File: config.mk
export PLATFORM = sky130hd
export DESIGN_NAME = retire_buffered_flat
export DESIGN_NICKNAME = d
export VERILOG_FILES = /design/src/rtl/retire_buffered.sv /design/src/rtl/retire_buffered_if.sv /design/src/flat_wrapper.sv
export SDC_FILE = /design/constraint.sdc
export NUM_CORES = 1
export LEC_CHECK = 0
export ABC_AREA = 1
export BUFFER_PORTS_ARGS = -buffer_cell sky130_fd_sc_hd__buf_2
export CORE_MARGIN = 2
export CORE_UTILIZATION = 50
export DETAILED_ROUTE_END_ITERATION = 8
export GPL_ROUTABILITY_DRIVEN = 0
export PLACE_DENSITY = 0.76
export REMOVE_ABC_BUFFERS = 1
export SYNTH_ARGS = -nofsm -noshare
export SYNTH_HDL_FRONTEND = slang
export SYNTH_SLANG_ARGS = --single-unit
File: constraint.sdc
create_clock -name clk -period 6.5 [get_ports clk]
set_input_delay 0.975 -clock clk [delete_from_list [all_inputs] [get_ports clk]]
set_output_delay 0.975 -clock clk [all_outputs]
set_load 0.1 [all_outputs]
File: src/rtl/retire_buffered.sv
// Retire stage: tag filter, write-back, traps, redirects, posted stores.
// Ports: retire bundle in, regbank/redirect/trap out, mem drain via if.
package retire_buffered_pkg;
    typedef enum logic [5:0] {
        ADD    = 6'o00,
        SUB    = 6'o01,
        LB     = 6'o10,
        LBU    = 6'o11,
        LH     = 6'o12,
        LHU    = 6'o13,
        LW     = 6'o14,
        SB     = 6'o15,
        SH     = 6'o16,
        SW     = 6'o17,
        JAL    = 6'o20,
        JALR   = 6'o21,
        BEQ    = 6'o22,
        BNE    = 6'o23,
        ECALL  = 6'o30,
        EBREAK = 6'o31,
        MRET   = 6'o32
    } iType_e;

    localparam logic [2:0] ALU_UNIT    = 3'd0;
    localparam logic [2:0] MEMORY_UNIT = 3'd1;
    localparam logic [2:0] BRANCH_UNIT = 3'd2;
    localparam logic [2:0] SYSTEM_UNIT = 3'd3;

    typedef enum logic [4:0] {
        ILLEGAL_INSTRUCTION          = 5'd2,
        BREAKPOINT                   = 5'd3,
        LOAD_ADDRESS_MISALIGNED      = 5'd4,
        STORE_AMO_ADDRESS_MISALIGNED = 5'd6,
        ECALL_FROM_MMODE             = 5'd11,
        NE                           = 5'd31
    } exceptionCode_e;
endpackage

module retire_buffered
    import retire_buffered_pkg::*;
#(
    parameter int TAG_WIDTH     = 3,
    parameter int SB_DEPTH      = 4,
    parameter int INSTRET_WIDTH = 64
) (
    input  logic                     clk,
    input  logic                     reset,
    input  logic                     valid_i,
    input  logic [31:0]              instruction_i,
    input  logic [31:0]              pc_i,
    input  logic [1:0][31:0]         results_i,
    input  logic [TAG_WIDTH-1:0]     tag_i,
    input  iType_e                   instruction_operation_i,
    input  logic                     write_enable_i,
    input  logic [3:0]               mem_write_enable_i,
    input  logic                     jump_i,
    input  logic                     predicted_branch_i,
    input  logic                     exception_i,
    input  logic                     interrupt_pending_i,
    input  logic [31:0]              mem_data_i,
    output logic                     stall_o,
    output logic                     killed_o,
    output logic [TAG_WIDTH-1:0]     current_retire_tag_o,
    output logic                     regbank_write_enable_o,
    output logic [31:0]              regbank_data_o,
    output logic                     jump_o,
    output logic [31:0]              jump_target_o,
    output logic                     raise_exception_o,
    output exceptionCode_e           exception_code_o,
    output logic [31:0]              exception_value_o,
    output logic                     machine_return_o,
    output logic                     interrupt_ack_o,
    retire_buffered_if.master        mem,
    output logic                     sb_empty_o,
    output logic [INSTRET_WIDTH-1:0] instret_o
);
    localparam int PW = $clog2(SB_DEPTH);

    logic [TAG_WIDTH-1:0]     curr_tag;
    logic [INSTRET_WIDTH-1:0] instret;
    logic [PW-1:0]            wr_ptr, rd_ptr;
    logic [PW:0]              count;
    logic [31:0]              sb_addr [SB_DEPTH];
    logic [3:0]               sb_be   [SB_DEPTH];
    logic [31:0]              sb_data [SB_DEPTH];

    // instruction word is carried for tracing only
    logic unused_instr;
    assign unused_instr = ^instruction_i;

    iType_e      op;
    logic [31:0] addr;
    logic        killed, act, is_st, ld_mis, st_mis;
    logic        trap, full, push, pop, advance;

    assign op     = instruction_operation_i;
    assign addr   = results_i[1];
    assign killed = reset && valid_i && (tag_i != curr_tag);
    assign act    = reset && valid_i && !killed;
    assign is_st  = mem_write_enable_i != 4'b0;

    assign ld_mis = ((op == LH || op == LHU) && addr[0])
                 || (op == LW && addr[1:0] != 2'b00);
    assign st_mis = (op == SH && addr[0])
                 || (op == SW && addr[1:0] != 2'b00);

    always_comb begin
        raise_exception_o = 1'b0;
        exception_code_o  = NE;
        exception_value_o = 32'b0;
        machine_return_o  = 1'b0;
        interrupt_ack_o   = 1'b0;
        if (act) begin
            priority case (1'b1)
                exception_i: begin
                    raise_exception_o = 1'b1;
                    exception_code_o  = ILLEGAL_INSTRUCTION;
                end
                ld_mis: begin
                    raise_exception_o = 1'b1;
                    exception_code_o  = LOAD_ADDRESS_MISALIGNED;
                    exception_value_o = addr;
                end
                st_mis: begin
                    raise_exception_o = 1'b1;
                    exception_code_o  = STORE_AMO_ADDRESS_MISALIGNED;
                    exception_value_o = addr;
                end
                (op == ECALL): begin
                    raise_exception_o = 1'b1;
                    exception_code_o  = ECALL_FROM_MMODE;
                end
                (op == EBREAK): begin
                    raise_exception_o = 1'b1;
                    exception_code_o  = BREAKPOINT;
                end
                (op == MRET):        machine_return_o = 1'b1;
                interrupt_pending_i: interrupt_ack_o  = 1'b1;
                default: ;
            endcase
        end
    end

    assign trap    = raise_exception_o | machine_return_o | interrupt_ack_o;
    assign full    = count == (PW+1)'(SB_DEPTH);
    // full is judged on the registered count, so a same-cycle pop
    // does not release the stall
    assign stall_o = act && is_st && !trap && full;
    assign push    = act && is_st && !trap && !stall_o;
    assign pop     = mem.mem_req_o && mem.mem_ready_i;
    assign advance = act && !stall_o;

    // taken-but-unpredicted goes to target; predicted-but-not-taken
    // falls back to pc_i
    assign jump_o        = act && !trap && (jump_i != predicted_branch_i);
    assign jump_target_o = !jump_o ? 32'b0 : (jump_i ? addr : pc_i);

    assign killed_o               = killed;
    assign current_retire_tag_o   = curr_tag;
    assign instret_o              = instret;
    assign regbank_write_enable_o = act && write_enable_i && !trap && !stall_o;

    logic [7:0]  ld_byte;
    logic [15:0] ld_half;
    logic [31:0] ld_fmt;
    logic [31:0] ld_shift;

    assign ld_shift = mem_data_i >> {addr[1:0], 3'b000};
    assign ld_byte  = ld_shift[7:0];
    assign ld_half  = addr[1] ? mem_data_i[31:16] : mem_data_i[15:0];

    always_comb begin
        ld_fmt = mem_data_i;
        unique case (op)
            LB:      ld_fmt = {{24{ld_byte[7]}}, ld_byte};
            LBU:     ld_fmt = {24'b0, ld_byte};
            LH:      ld_fmt = {{16{ld_half[15]}}, ld_half};
            LHU:     ld_fmt = {16'b0, ld_half};
            default: ld_fmt = mem_data_i;
        endcase
    end

    always_comb begin
        regbank_data_o = 32'b0;
        if (reset)
            regbank_data_o = (op[5:3] == MEMORY_UNIT) ? ld_fmt : results_i[0];
    end

    assign mem.mem_req_o           = count != '0;
    assign sb_empty_o              = count == '0;
    assign mem.mem_write_address_o = mem.mem_req_o ? sb_addr[rd_ptr] : 32'b0;
    assign mem.mem_write_enable_o  = mem.mem_req_o ? sb_be[rd_ptr]   : 4'b0;
    assign mem.mem_data_o          = mem.mem_req_o ? sb_data[rd_ptr] : 32'b0;

    always_ff @(posedge clk) begin
        if (push) begin
            sb_addr[wr_ptr] <= {addr[31:2], 2'b00};
            sb_be[wr_ptr]   <= mem_write_enable_i;
            sb_data[wr_ptr] <= results_i[0];
        end
    end

    always_ff @(posedge clk or negedge reset) begin
        if (!reset) begin
            curr_tag <= '0;
            instret  <= '0;
            wr_ptr   <= '0;
            rd_ptr   <= '0;
            count    <= '0;
        end else begin
            if (advance && (jump_o || trap))
                curr_tag <= curr_tag + 1'b1;
            if (advance && !raise_exception_o && !interrupt_ack_o)
                instret <= instret + 1'b1;
            if (push)
                wr_ptr <= wr_ptr + 1'b1;
            if (pop)
                rd_ptr <= rd_ptr + 1'b1;
            if (push && !pop)
                count <= count + 1'b1;
            else if (pop && !push)
                count <= count - 1'b1;
        end
    end
endmodule

File: src/rtl/retire_buffered_if.sv
// Store-buffer drain port: head-of-queue request towards data memory.
// master drives req/addr/be/data, slave returns ready.
interface retire_buffered_if;
    logic        mem_req_o;
    logic        mem_ready_i;
    logic [31:0] mem_write_address_o;
    logic [3:0]  mem_write_enable_o;
    logic [31:0] mem_data_o;

    modport master (
        output mem_req_o,
        output mem_write_address_o,
        output mem_write_enable_o,
        output mem_data_o,
        input  mem_ready_i
    );

    modport slave (
        input  mem_req_o,
        input  mem_write_address_o,
        input  mem_write_enable_o,
        input  mem_data_o,
        output mem_ready_i
    );
endinterface

File: src/flat_wrapper.sv
// flat-port wrapper written by rule: the top's interface ports become plain ports
module retire_buffered_flat import retire_buffered_pkg::*;
#(
    parameter int TAG_WIDTH     = 3,
    parameter int SB_DEPTH      = 4,
    parameter int INSTRET_WIDTH = 64
)
  (clk, reset, valid_i, instruction_i, pc_i, results_i, tag_i, instruction_operation_i, write_enable_i, mem_write_enable_i, jump_i, predicted_branch_i, exception_i, interrupt_pending_i, mem_data_i, stall_o, killed_o, current_retire_tag_o, regbank_write_enable_o, regbank_data_o, jump_o, jump_target_o, raise_exception_o, exception_code_o, exception_value_o, machine_return_o, interrupt_ack_o, sb_empty_o, instret_o, mem_mem_req_o, mem_mem_write_address_o, mem_mem_write_enable_o, mem_mem_data_o, mem_mem_ready_i);
  retire_buffered_if mem_i ();
  input  logic clk;
  input  logic reset;
  input  logic valid_i;
  input  logic [31:0] instruction_i;
  input  logic [31:0] pc_i;
  input  logic [1:0][31:0] results_i;
  input  logic [TAG_WIDTH-1:0] tag_i;
  input  iType_e instruction_operation_i;
  input  logic write_enable_i;
  input  logic [3:0] mem_write_enable_i;
  input  logic jump_i;
  input  logic predicted_branch_i;
  input  logic exception_i;
  input  logic interrupt_pending_i;
  input  logic [31:0] mem_data_i;
  output logic stall_o;
  output logic killed_o;
  output logic [TAG_WIDTH-1:0] current_retire_tag_o;
  output logic regbank_write_enable_o;
  output logic [31:0] regbank_data_o;
  output logic jump_o;
  output logic [31:0] jump_target_o;
  output logic raise_exception_o;
  output exceptionCode_e exception_code_o;
  output logic [31:0] exception_value_o;
  output logic machine_return_o;
  output logic interrupt_ack_o;
  output logic sb_empty_o;
  output logic [INSTRET_WIDTH-1:0] instret_o;
  output wire logic [$bits(mem_i.mem_req_o)-1:0] mem_mem_req_o;
  output wire logic [$bits(mem_i.mem_write_address_o)-1:0] mem_mem_write_address_o;
  output wire logic [$bits(mem_i.mem_write_enable_o)-1:0] mem_mem_write_enable_o;
  output wire logic [$bits(mem_i.mem_data_o)-1:0] mem_mem_data_o;
  input wire logic [$bits(mem_i.mem_ready_i)-1:0] mem_mem_ready_i;
  assign mem_mem_req_o = mem_i.mem_req_o;
  assign mem_mem_write_address_o = mem_i.mem_write_address_o;
  assign mem_mem_write_enable_o = mem_i.mem_write_enable_o;
  assign mem_mem_data_o = mem_i.mem_data_o;
  assign mem_i.mem_ready_i = mem_mem_ready_i;
  retire_buffered #(.TAG_WIDTH(TAG_WIDTH), .SB_DEPTH(SB_DEPTH), .INSTRET_WIDTH(INSTRET_WIDTH)) u_core (.clk(clk), .reset(reset), .valid_i(valid_i), .instruction_i(instruction_i), .pc_i(pc_i), .results_i(results_i), .tag_i(tag_i), .instruction_operation_i(instruction_operation_i), .write_enable_i(write_enable_i), .mem_write_enable_i(mem_write_enable_i), .jump_i(jump_i), .predicted_branch_i(predicted_branch_i), .exception_i(exception_i), .interrupt_pending_i(interrupt_pending_i), .mem_data_i(mem_data_i), .stall_o(stall_o), .killed_o(killed_o), .current_retire_tag_o(current_retire_tag_o), .regbank_write_enable_o(regbank_write_enable_o), .regbank_data_o(regbank_data_o), .jump_o(jump_o), .jump_target_o(jump_target_o), .raise_exception_o(raise_exception_o), .exception_code_o(exception_code_o), .exception_value_o(exception_value_o), .machine_return_o(machine_return_o), .interrupt_ack_o(interrupt_ack_o), .mem(mem_i), .sb_empty_o(sb_empty_o), .instret_o(instret_o));
endmodule
After elaboration in Yosys (flattened, before gate mapping):

Memories as Yosys holds them, arrays and structs flattened.
Index checks and enable logic that the tools add are counted.

* register bits: 74
* RAM bits: 264
* input port bits: 182
* output and inout bits: 245
* word-level logic and storage cells: 114
* memories: 3

Memory list
* u_core.sb_data: words 4, bits a word 32, read ports 1, clocked after memory_dff 0, write ports 1, RTL line retire_buffered.sv:85 `logic [31:0] sb_data [SB_DEPTH];`
* u_core.sb_addr: words 4, bits a word 30, read ports 1, clocked after memory_dff 0, write ports 1, RTL line retire_buffered.sv:83 `logic [31:0] sb_addr [SB_DEPTH];`
* u_core.sb_be: words 4, bits a word 4, read ports 1, clocked after memory_dff 0, write ports 1, RTL line retire_buffered.sv:84 `logic [3:0] sb_be [SB_DEPTH];`

* add/subtract/negate cells: 6
* eq/ne operators: 14
* shifts and indexed selects: 1
* mux-type cells: 44
* bitwise gates (word level): 2
* reductions and logical operators: 39

Operators with widths (number)
* 32-bit 2-to-1 mux: 10
* 32-bit case mux with 4 select lines: 1
* 64-bit by 1-bit adder with 64-bit output, second input constant: 1
* 6-bit by 4-bit == test with 1-bit output, second input constant: 7
* 32-bit by 5-bit right shift with 8-bit output: 1
* 5-bit 2-to-1 mux: 6
* 1-bit logical AND: 23
* 1-bit 2-to-1 mux: 23
* 6-bit by 5-bit == test with 1-bit output, second input constant: 3
* 16-bit 2-to-1 mux: 1
* 1-bit logical NOT: 7
* 3-bit by 1-bit adder with 3-bit output, second input constant: 2
* 3-bit 2-to-1 mux: 2
* 2-bit by 1-bit adder with 2-bit output, second input constant: 2
* 1-bit logical OR: 4
* 4-bit 2-to-1 mux: 1
* 2-bit nonzero test: 2
* 4-bit nonzero test: 1
* 3-bit by 1-bit == test with 1-bit output, second input constant: 1
* 3-bit == test, second input constant: 1
* 3-bit logical NOT: 1
* 3-bit != test: 1
* 3-bit nonzero test: 1
* 3-bit by 1-bit subtractor with 3-bit output, second input constant: 1
* 2 further kinds: 3

Logic depth before layout (Yosys ltp):

* depth after elaboration: 19
* gate-level depth with buffers: 19
* gate-level depth less buffers: 18

Worst setup path after synthesis:

OpenSTA, ideal clock, no wires.

* kind: input -> output
* from: input port instruction_operation_i[1]
* to: output port jump_target_o[11]
* arrival time: 4690 ps
* required time: 5525 ps
* slack: 835 ps
* stages on the path: 13
* path buffers: 3
* cells stage by stage: clkbuf_2 nor2_1 nand4_1 nand2_1 inv_2 nand3_1 nand2_2 buf_6 nand2_1 nor3_2 inv_2 buf_4 nor2_1

* word-level cells in the longest chain between the ends: 14
* elaborated cells between the ends (all ways): 41
* classes of those cells: 8 x eq/ne; 21 x mux; 2 x bitwise; 10 x reduce/logical

Ends and longest elaborated chain
* from (decl): RTL line flat_wrapper.sv:17 `input iType_e instruction_operation_i;`
* 6-bit by 5-bit == test with 1-bit output: RTL line retire_buffered.sv:137 `(op == MRET): machine_return_o = 1'b1;`
* 1-bit 2-to-1 mux (6 in series): RTL line retire_buffered.sv:114 `priority case (1'b1)`
* 1-bit 2-to-1 mux: RTL line retire_buffered.sv:113 `if (act) begin`
* 1-bit bitwise OR: RTL line retire_buffered.sv:144 `assign trap = raise_exception_o | machine_return_o | interrupt_ack_o;`
* 1-bit bitwise OR (*): RTL line retire_buffered.sv:144
* 1-bit logical NOT (*): RTL line retire_buffered.sv:155 `assign jump_o = act && !trap && (jump_i != predicted_branch_i);`
* 1-bit logical AND (*) (2 in series): RTL line retire_buffered.sv:155
* net jump_o: RTL line flat_wrapper.sv:30 `output logic jump_o;`
* 32-bit 2-to-1 mux (*): RTL line retire_buffered.sv:156 `assign jump_target_o = !jump_o ? 32'b0 : (jump_i ? addr : pc_i);`
* to (decl): RTL line flat_wrapper.sv:31 `output logic [31:0] jump_target_o;`

Mark *: on every way through the listed nets, which the timed path passes. The rest lies on a longest branch.

Worst setup path after layout:

* from: input port instruction_operation_i[5]
* to: output port regbank_data_o[22]

* word-level cells in the longest chain between the ends: 4
* elaborated cells between the ends (all ways): 8
* classes of those cells: 5 x eq/ne; 3 x mux

Ends and longest elaborated chain
* 6-bit by 4-bit == test with 1-bit output: RTL line retire_buffered.sv:174 `unique case (op)`
* 32-bit case mux with 4 select lines: RTL line retire_buffered.sv:174
* 32-bit 2-to-1 mux (*): RTL line retire_buffered.sv:186 `regbank_data_o = (op[5:3] == MEMORY_UNIT) ? ld_fmt : results_i[0];`
* 32-bit 2-to-1 mux (*): RTL line retire_buffered.sv:185 `if (reset)`
* to (decl): RTL line flat_wrapper.sv:29 `output logic [31:0] regbank_data_o;`

Mark *: on every way between the ends. The rest lies on a longest branch, timed or not.

==> tab_implementation.tex <==
\begin{tabular}{lr}
\hline
Metric & Value \\
\hline
\multicolumn{2}{l}{\textbf{Yosys}} \\
\quad Seq/Total Area, Yosys & 57.0\% \\
\quad Top area cells in the synthesized netlist & sky130\_fd\_sc\_hd\_\_edfxtp\_1 46\%, sky130\_fd\_sc\_hd\_\_dfrtp\_1 11\%, sky130\_fd\_sc\_hd\_\_nor2\_1 9.1\% \\
\quad Cell type with the largest total area after synthesis & sky130\_fd\_sc\_hd\_\_edfxtp\_1 \\
\quad Cell with the most instances after synthesis & sky130\_fd\_sc\_hd\_\_nor2\_1 \\
\quad Post-synth top cells & 414 x sky130\_fd\_sc\_hd\_\_nor2\_1, 367 x sky130\_fd\_sc\_hd\_\_nand2\_1, 264 x sky130\_fd\_sc\_hd\_\_edfxtp\_1 \\
\quad Dominant synthesized flop cell & sky130\_fd\_sc\_hd\_\_edfxtp\_1 \\
\quad Number of distinct library cells after synthesis & 41 \\
\quad Async S/R FF share, synth & 21.9\% \\
\quad Number of synthesized register bits & 338 \\
\quad Yosys warning count & 0 \\
\quad Post-Synthesis Cell Area & 17200 um2 \\
\quad Avg Inst Size Synth & 8.80 um2 \\
\quad Count of flip-flops with a built-in enable after synthesis & 264 \\
\quad Top-area cell type share of the netlist area & 46.2\% \\
\quad Number of cells produced by synthesis & 1951 \\
\multicolumn{2}{l}{\textbf{Global route}} \\
\quad Total routing usage reported by global routing & 27.1\% \\
\quad First-pass GRT wire length & 76.5 mm \\
\quad Remaining Overflow, GRT & 0 \\
\quad Number of antenna violations at the first check in global routing & 6 \\
\quad Number of global-route vias before repair & 14200 \\
\quad Maximum number of pins on one net before global-route repair & 87 \\
\multicolumn{2}{l}{\textbf{STA}} \\
\quad Final Hold Violating Endpoints & 0 \\
\quad Fmax & 183 MHz \\
\quad Final Cycle Share & 84.1\% \\
\quad Slew at the pin closest to its max-slew limit & 1220 ps \\
\quad Final worst-path setup slack & 1030 ps \\
\quad Final setup skew & 9.32 ps \\
\quad Unrepaired setup endpoints after global routing & no \\
\quad Final min period & 5470 ps \\
\quad Hold\_ws & 548 ps \\
\quad Final-report max-slew violation count & 0 \\
\quad Worst slew margin & 18.6\% \\
\quad Final-report setup violation count & 0 \\
\multicolumn{2}{l}{\textbf{Setup path}} \\
\quad Sort of element at the end of the critical path & output port \\
\quad Class of the most critical setup path & primary input to output port \\
\quad Critical path launch point type & primary input \\
\quad Data arrival at the endpoint of the critical path & 4490 ps \\
\quad Worst reg-to-reg setup slack & 2830 ps \\
\quad Length in cells of the worst reg-to-reg path & 12 \\
\quad Critical Path Sink & regbank\_data\_o[22] \\
\quad Beginning of the worst register-to-register path & u\_core.current\_retire\_tag\_o[0] \\
\quad Highest net fanout along the worst path & 25 \\
\quad Critical Path RT & 5520 ps \\
\quad End of the worst register-to-register path & u\_core.instret\_o[51] \\
\quad Startpoint of the worst setup timing path & instruction\_operation\_i[5] \\
\multicolumn{2}{l}{\textbf{Floorplan}} \\
\quad Placeable Area & 33700 um2 \\
\quad Count of standard-cell rows & 67 \\
\quad Die W & 189 um \\
\quad Number of primary I/O pins & 427 \\
\quad Die Y-Extent & 189 um \\
\quad Full die area & 35800 um2 \\
\quad Starting Density & 51.0\% \\
\multicolumn{2}{l}{\textbf{Place}} \\
\quad Number of port buffers & 392 \\
\quad HPWL after detailed placement & 34.1 mm \\
\quad Placement-stage cell area & 19400 um2 \\
\quad Worst slack, placed & 1210 ps \\
\multicolumn{2}{l}{\textbf{Outcome}} \\
\quad Result of the run & finished clean \\
\multicolumn{2}{l}{\textbf{Clocking}} \\
\quad H-tree Lvls & 2 \\
\quad \# hold bufs at CTS & 0 \\
\quad CTS tree & built \\
\quad Worst-path clk slew & 60 ps \\
\quad Total setup buffers inserted after CTS & 0 \\
\quad Number of clock buffers inserted by TritonCTS & 36 \\
\quad Clock Sink Count & 338 \\
\quad Buffer levels on the longest clock path & 3 \\
\quad Quantity of gates resized following cts & 0 \\
\quad Cell chosen for the clock root & sky130\_fd\_sc\_hd\_\_clkbuf\_16 \\
\quad Skew-Pair Late Insertion Delay & 510 ps \\
\multicolumn{2}{l}{\textbf{Drt}} \\
\quad Number of nets with antenna violations after detailed routing & 0 \\
\quad Total iterations of the first detailed-routing run & 6 \\
\quad Final Routed Wirelength & 50.6 mm \\
\quad Total via count after detailed routing & 15400 \\
\quad Avg WL per Cell & 18.3 um \\
\quad DRC violations left & 0 \\
\quad Routed vias/inst & 5.56 \\
\quad Iteration-0 DRC count of the detailed router & 1486 \\
\multicolumn{2}{l}{\textbf{Pwr}} \\
\quad Pwr/cell area & 436 nW/um2 \\
\quad Maximum vdd ir drop & 0.000724 V \\
\quad Leakage component of the power & 8.86 nW \\
\multicolumn{2}{l}{\textbf{Layout}} \\
\quad Number of nets in the layout & 2483 \\
\quad Fraction of final layout cells with drive strength greater than 1 & 21.2\% \\
\quad Filler Cell Count & 2874 \\
\quad Area used by sequential logic in the layout & 9790 um2 \\
\quad Layout overhead on the synthesized area & 20.0\% \\
\quad Post-route design area & 20600 um2 \\
\quad Area of combinational cells with multiple inputs & 6420 um2 \\
\quad Finished Core Util & 61.1\% \\
\multicolumn{2}{l}{\textbf{Min path}} \\
\quad Hold Path Class & register to register \\
\multicolumn{2}{l}{\textbf{Flow run}} \\
\quad Max-cap violations & 0 \\
\hline
\end{tabular}
layout make-up:
class | count | share of cell area, %
Sequential cell | 338 | 47.5
Multi-Input combinational cell | 1367 | 31.2
Timing Repair Buffer | 405 | 10.3
Clock buffer | 46 | 4.65
Tap cell | 448 | 2.72
Inverter | 145 | 2.64
Clock inverter | 18 | 1.00
Antenna cell | 6 | 0.0729
sequential cells by signal (all words and copies together) (netlist names):
signal and cells:
u_core.current_retire_tag_o 3, u_core.rd_ptr 2, u_core.wr_ptr 2, u_core.instret_o 64
u_core.sb_addr 120, u_core.sb_data 128, u_core.count 3, u_core.sb_be 16
per-stage QoR:
step | instances | TNS, ps | power (mW)
finish | 2773 | 0 | 8.98
global placement | 2703 | 0 | 6.94
global route | 2769 | 0 | 9.31
detailed placement | 2703 | 0 | 6.99
floorplan | 1850 | -217390 | 6.13
CTS | 2767 | 0 | 9.00
critical path, cell delays in order:
cell,delay [ps]
sky130_fd_sc_hd__buf_2,100
sky130_fd_sc_hd__nor2_1,380
sky130_fd_sc_hd__nand2_1,630
sky130_fd_sc_hd__inv_1,770
sky130_fd_sc_hd__o21ai_0,210
sky130_fd_sc_hd__inv_1,440
sky130_fd_sc_hd__o211ai_1,190
sky130_fd_sc_hd__a21oi_1,300
sky130_fd_sc_hd__buf_2,490
kinds of logic (layout without fill, tap and decap cells):
family / Yosys count / after routing / share of synthesized area (%)
multiplexers: 1 / 1 / 0.0656
buffers and inverters: 247 / 614 / 5.90
other: 1 / 8 / 0.0218
XOR/XNOR: 55 / 55 / 2.81
AO/OA/AOI/OAI: 343 / 343 / 10.6
adder cells (fa/ha/maj): 8 / 8 / 0.627
flip-flops: 338 / 338 / 57.0
AND/OR/NAND/NOR: 958 / 958 / 23.0
cell usage in the layout (no fill, tap or decap), types with 2 or more instances in the layout:
master and n:
sky130_fd_sc_hd__nand3_1 55, sky130_fd_sc_hd__inv_2 10, sky130_fd_sc_hd__o21ai_0 194, sky130_fd_sc_hd__diode_2 6
sky130_fd_sc_hd__nand4_1 37, sky130_fd_sc_hd__clkinv_1 5, sky130_fd_sc_hd__buf_4 10, sky130_fd_sc_hd__bufinv_16 4
sky130_fd_sc_hd__a221oi_1 7, sky130_fd_sc_hd__xor2_1 38, sky130_fd_sc_hd__clkbuf_8 2, sky130_fd_sc_hd__inv_1 135
sky130_fd_sc_hd__o211ai_1 16, sky130_fd_sc_hd__nor2_1 409, sky130_fd_sc_hd__buf_12 4, sky130_fd_sc_hd__buf_2 391
sky130_fd_sc_hd__edfxtp_1 264, sky130_fd_sc_hd__nand4_2 2, sky130_fd_sc_hd__xnor2_1 17, sky130_fd_sc_hd__inv_6 2
sky130_fd_sc_hd__conb_1 2, sky130_fd_sc_hd__nand2_2 4, sky130_fd_sc_hd__dfrtp_1 72, sky130_fd_sc_hd__nor3_2 2
sky130_fd_sc_hd__clkbuf_1 8, sky130_fd_sc_hd__nor3_1 58, sky130_fd_sc_hd__nor2_2 3, sky130_fd_sc_hd__ha_1 7
sky130_fd_sc_hd__clkinv_2 5, sky130_fd_sc_hd__nor2_4 6, sky130_fd_sc_hd__clkbuf_16 36, sky130_fd_sc_hd__dfrtp_4 2
sky130_fd_sc_hd__nand2_1 367, sky130_fd_sc_hd__a21oi_1 112, sky130_fd_sc_hd__o32ai_1 7, sky130_fd_sc_hd__nor4_1 10
sky130_fd_sc_hd__o21ai_1 4
power breakdown:
| group | internal, mW | leakage, nW | total, mW | switching [mW] |
|---|---|---|---|---|
| logic | 0.687 | 4.90 | 4.42 | 3.73 |
| clock network | 1.21 | 0.571 | 2.01 | 0.800 |
| registers | 2.39 | 3.39 | 2.55 | 0.161 |
| total | 4.28 | 8.86 | 8.98 | 4.69 |
metal layers:
layer,vias up,global-route usage [%],wire length (um)
li1,7250,-,-
met1,7125,34.0,19200
met2,888,45.5,23900
met3,144,6.49,5580
met4,2,10.7,1970
met5,-,0,13
worst min-delay path by stage:
| stage | from | end | slack, ps | depth (start not counted) |
|---|---|---|---|---|
| floorplan | u_core.count[0] | u_core.count[0] | 520 | 1 |
| global placement | u_core.instret_o[63] | u_core.instret_o[63] | 510 | 2 |
| detailed placement | u_core.instret_o[19] | u_core.instret_o[19] | 520 | 2 |
| CTS | u_core.instret_o[19] | u_core.instret_o[19] | 540 | 2 |
| global route | u_core.instret_o[19] | u_core.instret_o[19] | 580 | 2 |
| finish | u_core.instret_o[19] | u_core.instret_o[19] | 550 | 2 |
Power figures use the tool's default switching activity.
